$ cat config.mk
export PLATFORM = sky130hd
export DESIGN_NAME = decode_stage
export DESIGN_NICKNAME = d
export VERILOG_FILES = /design/src/rtl/decode_stage.sv
export SDC_FILE = /design/constraint.sdc
export NUM_CORES = 1
export LEC_CHECK = 0
export CAP_MARGIN = 25
export CORE_MARGIN = 2
export CORE_UTILIZATION = 35
export DETAILED_ROUTE_END_ITERATION = 12
export PLACE_DENSITY_LB_ADDON = 0.08
export SLEW_MARGIN = 0
export SYNTH_ARGS = -nofsm -noshare
export SYNTH_HDL_FRONTEND = slang
export SYNTH_SLANG_ARGS = --single-unit
$ cat constraint.sdc
create_clock -name clk -period 1.8 [get_ports clk]
set_input_delay 0.36 -clock clk [delete_from_list [all_inputs] [get_ports clk]]
set_output_delay 0.36 -clock clk [all_outputs]
set_load 0.05 [all_outputs]
$ cat src/rtl/decode_stage.sv
// Pipelined D-stage field splitter with a 2-entry skid buffer, flush and decoded-instruction counter.
// Optional load-use interlock enabled by defining DECODE_HAZARD_EN.
module decode_stage #(
    parameter int unsigned           OPC_W     = 4,
    parameter int unsigned           REG_W     = 3,
    parameter int unsigned           ADDR_W    = 4,
    parameter logic [OPC_W-1:0]      MEM_OPC   = 4'hF,
    parameter logic [OPC_W-1:0]      NOOPR_OPC = 4'hE,
    parameter int unsigned           CNT_W     = 16,
    localparam int unsigned          INST_W    = OPC_W + 3*REG_W
) (
    input  logic              clk,
    input  logic              rst,
    input  logic              in_valid,
    input  logic [INST_W-1:0] in_inst,
    output logic              in_ready,
    input  logic              flush,
    output logic              out_valid,
    input  logic              out_ready,
    output logic [OPC_W-1:0]  opcode,
    output logic [REG_W-1:0]  operanda,
    output logic [REG_W-1:0]  operandb,
    output logic [ADDR_W-1:0] dmaddr,
    output logic [REG_W-1:0]  dest,
    output logic              is_mem,
    output logic              stall,
    output logic [CNT_W-1:0]  inst_count
);

    typedef struct packed {
        logic [OPC_W-1:0]  opc;
        logic [REG_W-1:0]  opa;
        logic [REG_W-1:0]  opb;
        logic [ADDR_W-1:0] dma;
        logic [REG_W-1:0]  dst;
        logic              mem;
    } dec_t;

    logic [OPC_W-1:0] fld_opc;
    logic [REG_W-1:0] fld_a;
    logic [REG_W-1:0] fld_b;
    logic             no_regs;
    dec_t             dec;

    dec_t main_q;
    dec_t skid_q;
    logic main_v;
    logic skid_v;
    logic stall_cond;
    logic accept;
    logic drain;

    assign fld_opc = in_inst[INST_W-1 -: OPC_W];
    assign fld_a   = in_inst[INST_W-OPC_W-1 -: REG_W];
    assign fld_b   = in_inst[INST_W-OPC_W-REG_W-1 -: REG_W];

    always_comb begin
        dec     = '0;
        dec.opc = fld_opc;
        dec.mem = (fld_opc == MEM_OPC);
        no_regs = dec.mem || (fld_opc == NOOPR_OPC);
        dec.opa = no_regs ? '0 : fld_a;
        dec.opb = no_regs ? '0 : fld_b;
        dec.dma = dec.mem ? in_inst[INST_W-OPC_W-1 -: ADDR_W] : '0;
        dec.dst = in_inst[REG_W-1:0];
    end

`ifdef DECODE_HAZARD_EN
    logic [REG_W-1:0] trk_dest;
    logic             trk_mem;

    assign stall_cond = in_valid && trk_mem && !no_regs &&
                        ((fld_a == trk_dest) || (fld_b == trk_dest));

    // A stall retires the tracker to a bubble so the held instruction goes next cycle.
    always_ff @(posedge clk or posedge rst) begin
        if (rst) begin
            trk_dest <= '0;
            trk_mem  <= 1'b0;
        end else if (flush || (stall_cond && !accept)) begin
            trk_dest <= '0;
            trk_mem  <= 1'b0;
        end else if (accept) begin
            trk_dest <= dec.dst;
            trk_mem  <= dec.mem;
        end
    end
`else
    assign stall_cond = 1'b0;
`endif

    assign in_ready = !skid_v && !stall_cond && !flush;
    assign accept   = in_valid && in_ready;
    assign drain    = main_v && out_ready;

    // Skid is only ever occupied while main is held, so an empty main implies an empty skid.
    always_ff @(posedge clk or posedge rst) begin
        if (rst) begin
            main_q <= '0;
            skid_q <= '0;
            main_v <= 1'b0;
            skid_v <= 1'b0;
        end else if (flush) begin
            main_v <= 1'b0;
            skid_v <= 1'b0;
        end else if (main_v && !drain) begin
            if (accept) begin
                skid_q <= dec;
                skid_v <= 1'b1;
            end
        end else if (skid_v) begin
            main_q <= skid_q;
            skid_v <= 1'b0;
        end else if (accept) begin
            main_q <= dec;
            main_v <= 1'b1;
        end else begin
            main_v <= 1'b0;
        end
    end

    always_ff @(posedge clk or posedge rst) begin
        if (rst) begin
            inst_count <= '0;
        end else if (accept) begin
            inst_count <= inst_count + 1'b1;
        end
    end

    assign out_valid = main_v;
    assign opcode    = main_q.opc;
    assign operanda  = main_q.opa;
    assign operandb  = main_q.opb;
    assign dmaddr    = main_q.dma;
    assign dest      = main_q.dst;
    assign is_mem    = main_q.mem;
    assign stall     = stall_cond;

endmodule

==> impl_metrics.py, run 1 <==
metrics = {
    "run_status": {
        "status": "completed",
    },
    "place": {
        "hpwl_um": 3270,
        "place.gp.congestion": 0.671,
        "port_buffers": 53,
        "post-place-cells": 352,
    },
    "cts": {
        "clk_pin_slew_ns": 0.10,
        "root_buffer": "clkbuf_8",
        "cts_tree": "built",
        "cts_sinks": 54,
        "htree_num_levels": 2,
        "cts_buffers": 5,
        "cts.repair.resized": 0,
        "holdBufCountCts": 0,
        "clockBufferDepth": 2,
        "clk_latency_ns": 0.31,
        "cts_setup_buffers": 0,
    },
    "grt": {
        "antenna_found_initial": 0,
        "overflow": 0,
        "busiest_layer": "met2",
        "gr-usage-met1_pct": 18.2,
        "grt_use_met3_pct": 3.46,
        "grt_pass1_wl_um": 8160,
        "track_usage_pct": 13.9,
        "grtUsageMet2_pct": 22.3,
        "grt_pass1_vias": 1718,
        "grt_max_degree": 55,
    },
    "critical_path": {
        "crit_arrival_ns": 1.39,
        "end_kind": "output pin",
        "criticalPathCategory": "in2out",
        "timing.reg2reg.setup_slack_ns": 0.24,
        "r2r_end": "dmaddr[0]",
        "worstPathMaxFanout": 2,
        "start_kind": "primary input",
        "ff2ff_path_depth": 6,
        "crit_required_ns": 1.44,
        "crit_path_start": "flush",
        "worstReg2RegStart": "skid_v",
        "worstSetupEndpoint": "in_ready",
    },
    "detailed_routing": {
        "drt_wl_total_um": 4750,
        "vias": 1713,
        "routed_via_density": 4.76,
        "drt_iter0_markers": 60,
        "dr.pass1.iters": 4,
        "drc": 0,
        "post_drt_wl_per_cell_um": 13.2,
        "ant_nets": 0,
    },
    "finish": {
        "synthToLayoutAreaGrowth_pct": 30.0,
        "drive_gt1_share_pct": 24.7,
        "fill_cells": 629,
        "layout.nets": 301,
        "final_common_cell": "dfrtp_1",
        "layout.cells.non_filler": 360,
        "most-common-layout-cells": "dfrtp_1, buf_4, nand2_1",
        "multiInputGateArea_um2": 937,
        "antenna_cells_inserted": 0,
        "register_area_um2": 1350,
    },
    "floorplan": {
        "die_x_um": 86.0,
        "start_util_pct": 36.7,
        "die_h_um": 86.0,
        "io_pins": 55,
        "die_area_um2": 7400,
        "rows": 29,
        "coreArea_um2": 6420,
    },
    "power": {
        "switching_share_pct": 36.7,
        "power_switching_mw": 1.22,
        "powerDensity_nw_per_um2": 1080,
        "p_seq_share_pct": 47.1,
        "internal_power_mw": 2.09,
        "p_leak_nw": 1.40,
        "p_clk_share_pct": 21.1,
        "ir_worst_vdd_mv": 0.591,
        "power_frac_comb_pct": 31.8,
    },
    "sta": {
        "slew_violations": 0,
        "finalCriticalPeriod_ns": 1.75,
        "hold_viol_final": 0,
        "period_share_pct": 97.0,
        "max_freq_ghz": 0.573,
        "fin_skew_ns": 0.0115,
        "setup_viol": 0,
        "final.setup.tns_ns": 0,
        "rsz0062_at_grt": "no",
    },
    "yosys": {
        "synth_cell_type_count": 32,
        "synthFlopType": "dfrtp_1",
        "synth_cells": 219,
        "ys_seq_elements": 54,
        "synthesis.nets": 238,
        "yosysTopAreaCell": "dfrtp_1",
        "synth_area_per_cell_um2": 10.8,
        "synth-seq-area-share_pct": 57.4,
        "synth.top_cell.area_share_pct": 57.4,
        "synth_edf_count": 0,
        "async_flop_share_pct": 100,
        "synth_area_um2": 2360,
        "ys_warn_count": 0,
        "synth_area_leaders": "dfrtp_1, nand2_1, mux2_2",
    },
    "job": {
        "maxCapViolations": 0,
    },
    "worst_hold_path": {
        "hp-class": "in2async",
    },
}
[power groups by stage]
stage / logic, mW / registers, mW / clock network [mW]
finish: 1.05 / 1.56 / 0.697
global route: 1.13 / 1.59 / 0.763
CTS: 1.07 / 1.56 / 0.730
detailed placement: 1.06 / 1.59 / 0
global placement: 1.06 / 1.58 / 0
floorplan: 0.283 / 2.01 / 0
[worst min-delay path by stage]
stage,from,end,slack (ns),depth (start not counted)
6_report,rst,skid_q[13],0.42,3
5_1_grt,rst,opcode[1],0.45,3
4_1_cts,rst,skid_q[14],0.43,3
3_5_place_dp,skid_q[5],skid_q[5],0.47,2
3_3_place_gp,skid_q[14],skid_q[14],0.46,2
2_1_floorplan,flush,out_valid,0.42,1
[cell type report]
type,count,area share [%]
clock buffer,7,2.82
sequential,54,44.1
tap,77,3.15
clock inverter,1,0.163
inverter,4,0.490
timing repair buffer,67,18.6
multi-input combinational,150,30.6
[per-layer routing]
metal	vias up	share of wire (%)
met4	0	1.2
met2	35	44
met1	808	49
met5	-	0
li1	865	-
met3	5	5.3
[synth_stat cells, types with 2 or more instances]
library cell,count
dfrtp_1,54
nand2_1,39
nor2_1,18
o21ai_0,12
a21oi_1,9
xnor2_1,9
mux2_2,8
mux2i_1,8
clkbuf_1,7
o211ai_1,6
o21a_1,6
xor2_1,6
a31oi_1,4
and3_1,4
inv_1,4
nand3b_1,4
nand3_1,3
nand4_1,3
buf_2,2
[per-stage QoR]
stage	hold slack, ns	utilization [%]	cell area [um^2]	setup WS [ns]	power [mW]
2_1_floorplan	0.423	-	2360	0.0782	2.30
4_1_cts	0.429	47.7	3060	0.0425	3.36
3_5_place_dp	0.471	46.2	2970	-0.0927	2.65
3_3_place_gp	0.462	46.2	2970	-0.0734	2.64
6_report	0.421	47.7	3060	0.0541	3.31
5_1_grt	0.450	47.7	3060	0.00498	3.48
[flip-flops by register name, summed over array words and instances (netlist names)]
signal      cells
dest            3
dmaddr          4
inst_count     16
is_mem          1
opcode          4
operanda        3
operandb        3
out_valid       1
skid_q         18
skid_v          1
[critical path, cell delays in order]
cell and delay [ns]:
clkdlybuf4s50_1 0.46, buf_4 0.16, buf_4 0.12, nor2_1 0.08
buf_4 0.20
[kinds of logic after synthesis]
group	share of synthesized area, %
buf+inv	2.97
simple gates	16.5
mux	7.22
flops	57.4
other cells	0.159
fa+ha+maj	0.531
compound gates	9.67
xor+xnor	5.58
Note: power is estimated with default switching activity, not from simulation.
==> run 2, diff against run 1 <==
--- a/config.mk
+++ b/config.mk
@@ -5,6 +5,7 @@
 export SDC_FILE = /design/constraint.sdc
 export NUM_CORES = 1
 export LEC_CHECK = 0
+export ABC_CLOCK_PERIOD_IN_PS = 1800
 export CAP_MARGIN = 25
 export CORE_MARGIN = 2
 export CORE_UTILIZATION = 35
==> results of run 2 <==
Same layout as run 1: the final DEF is identical, and so are final timing and power.
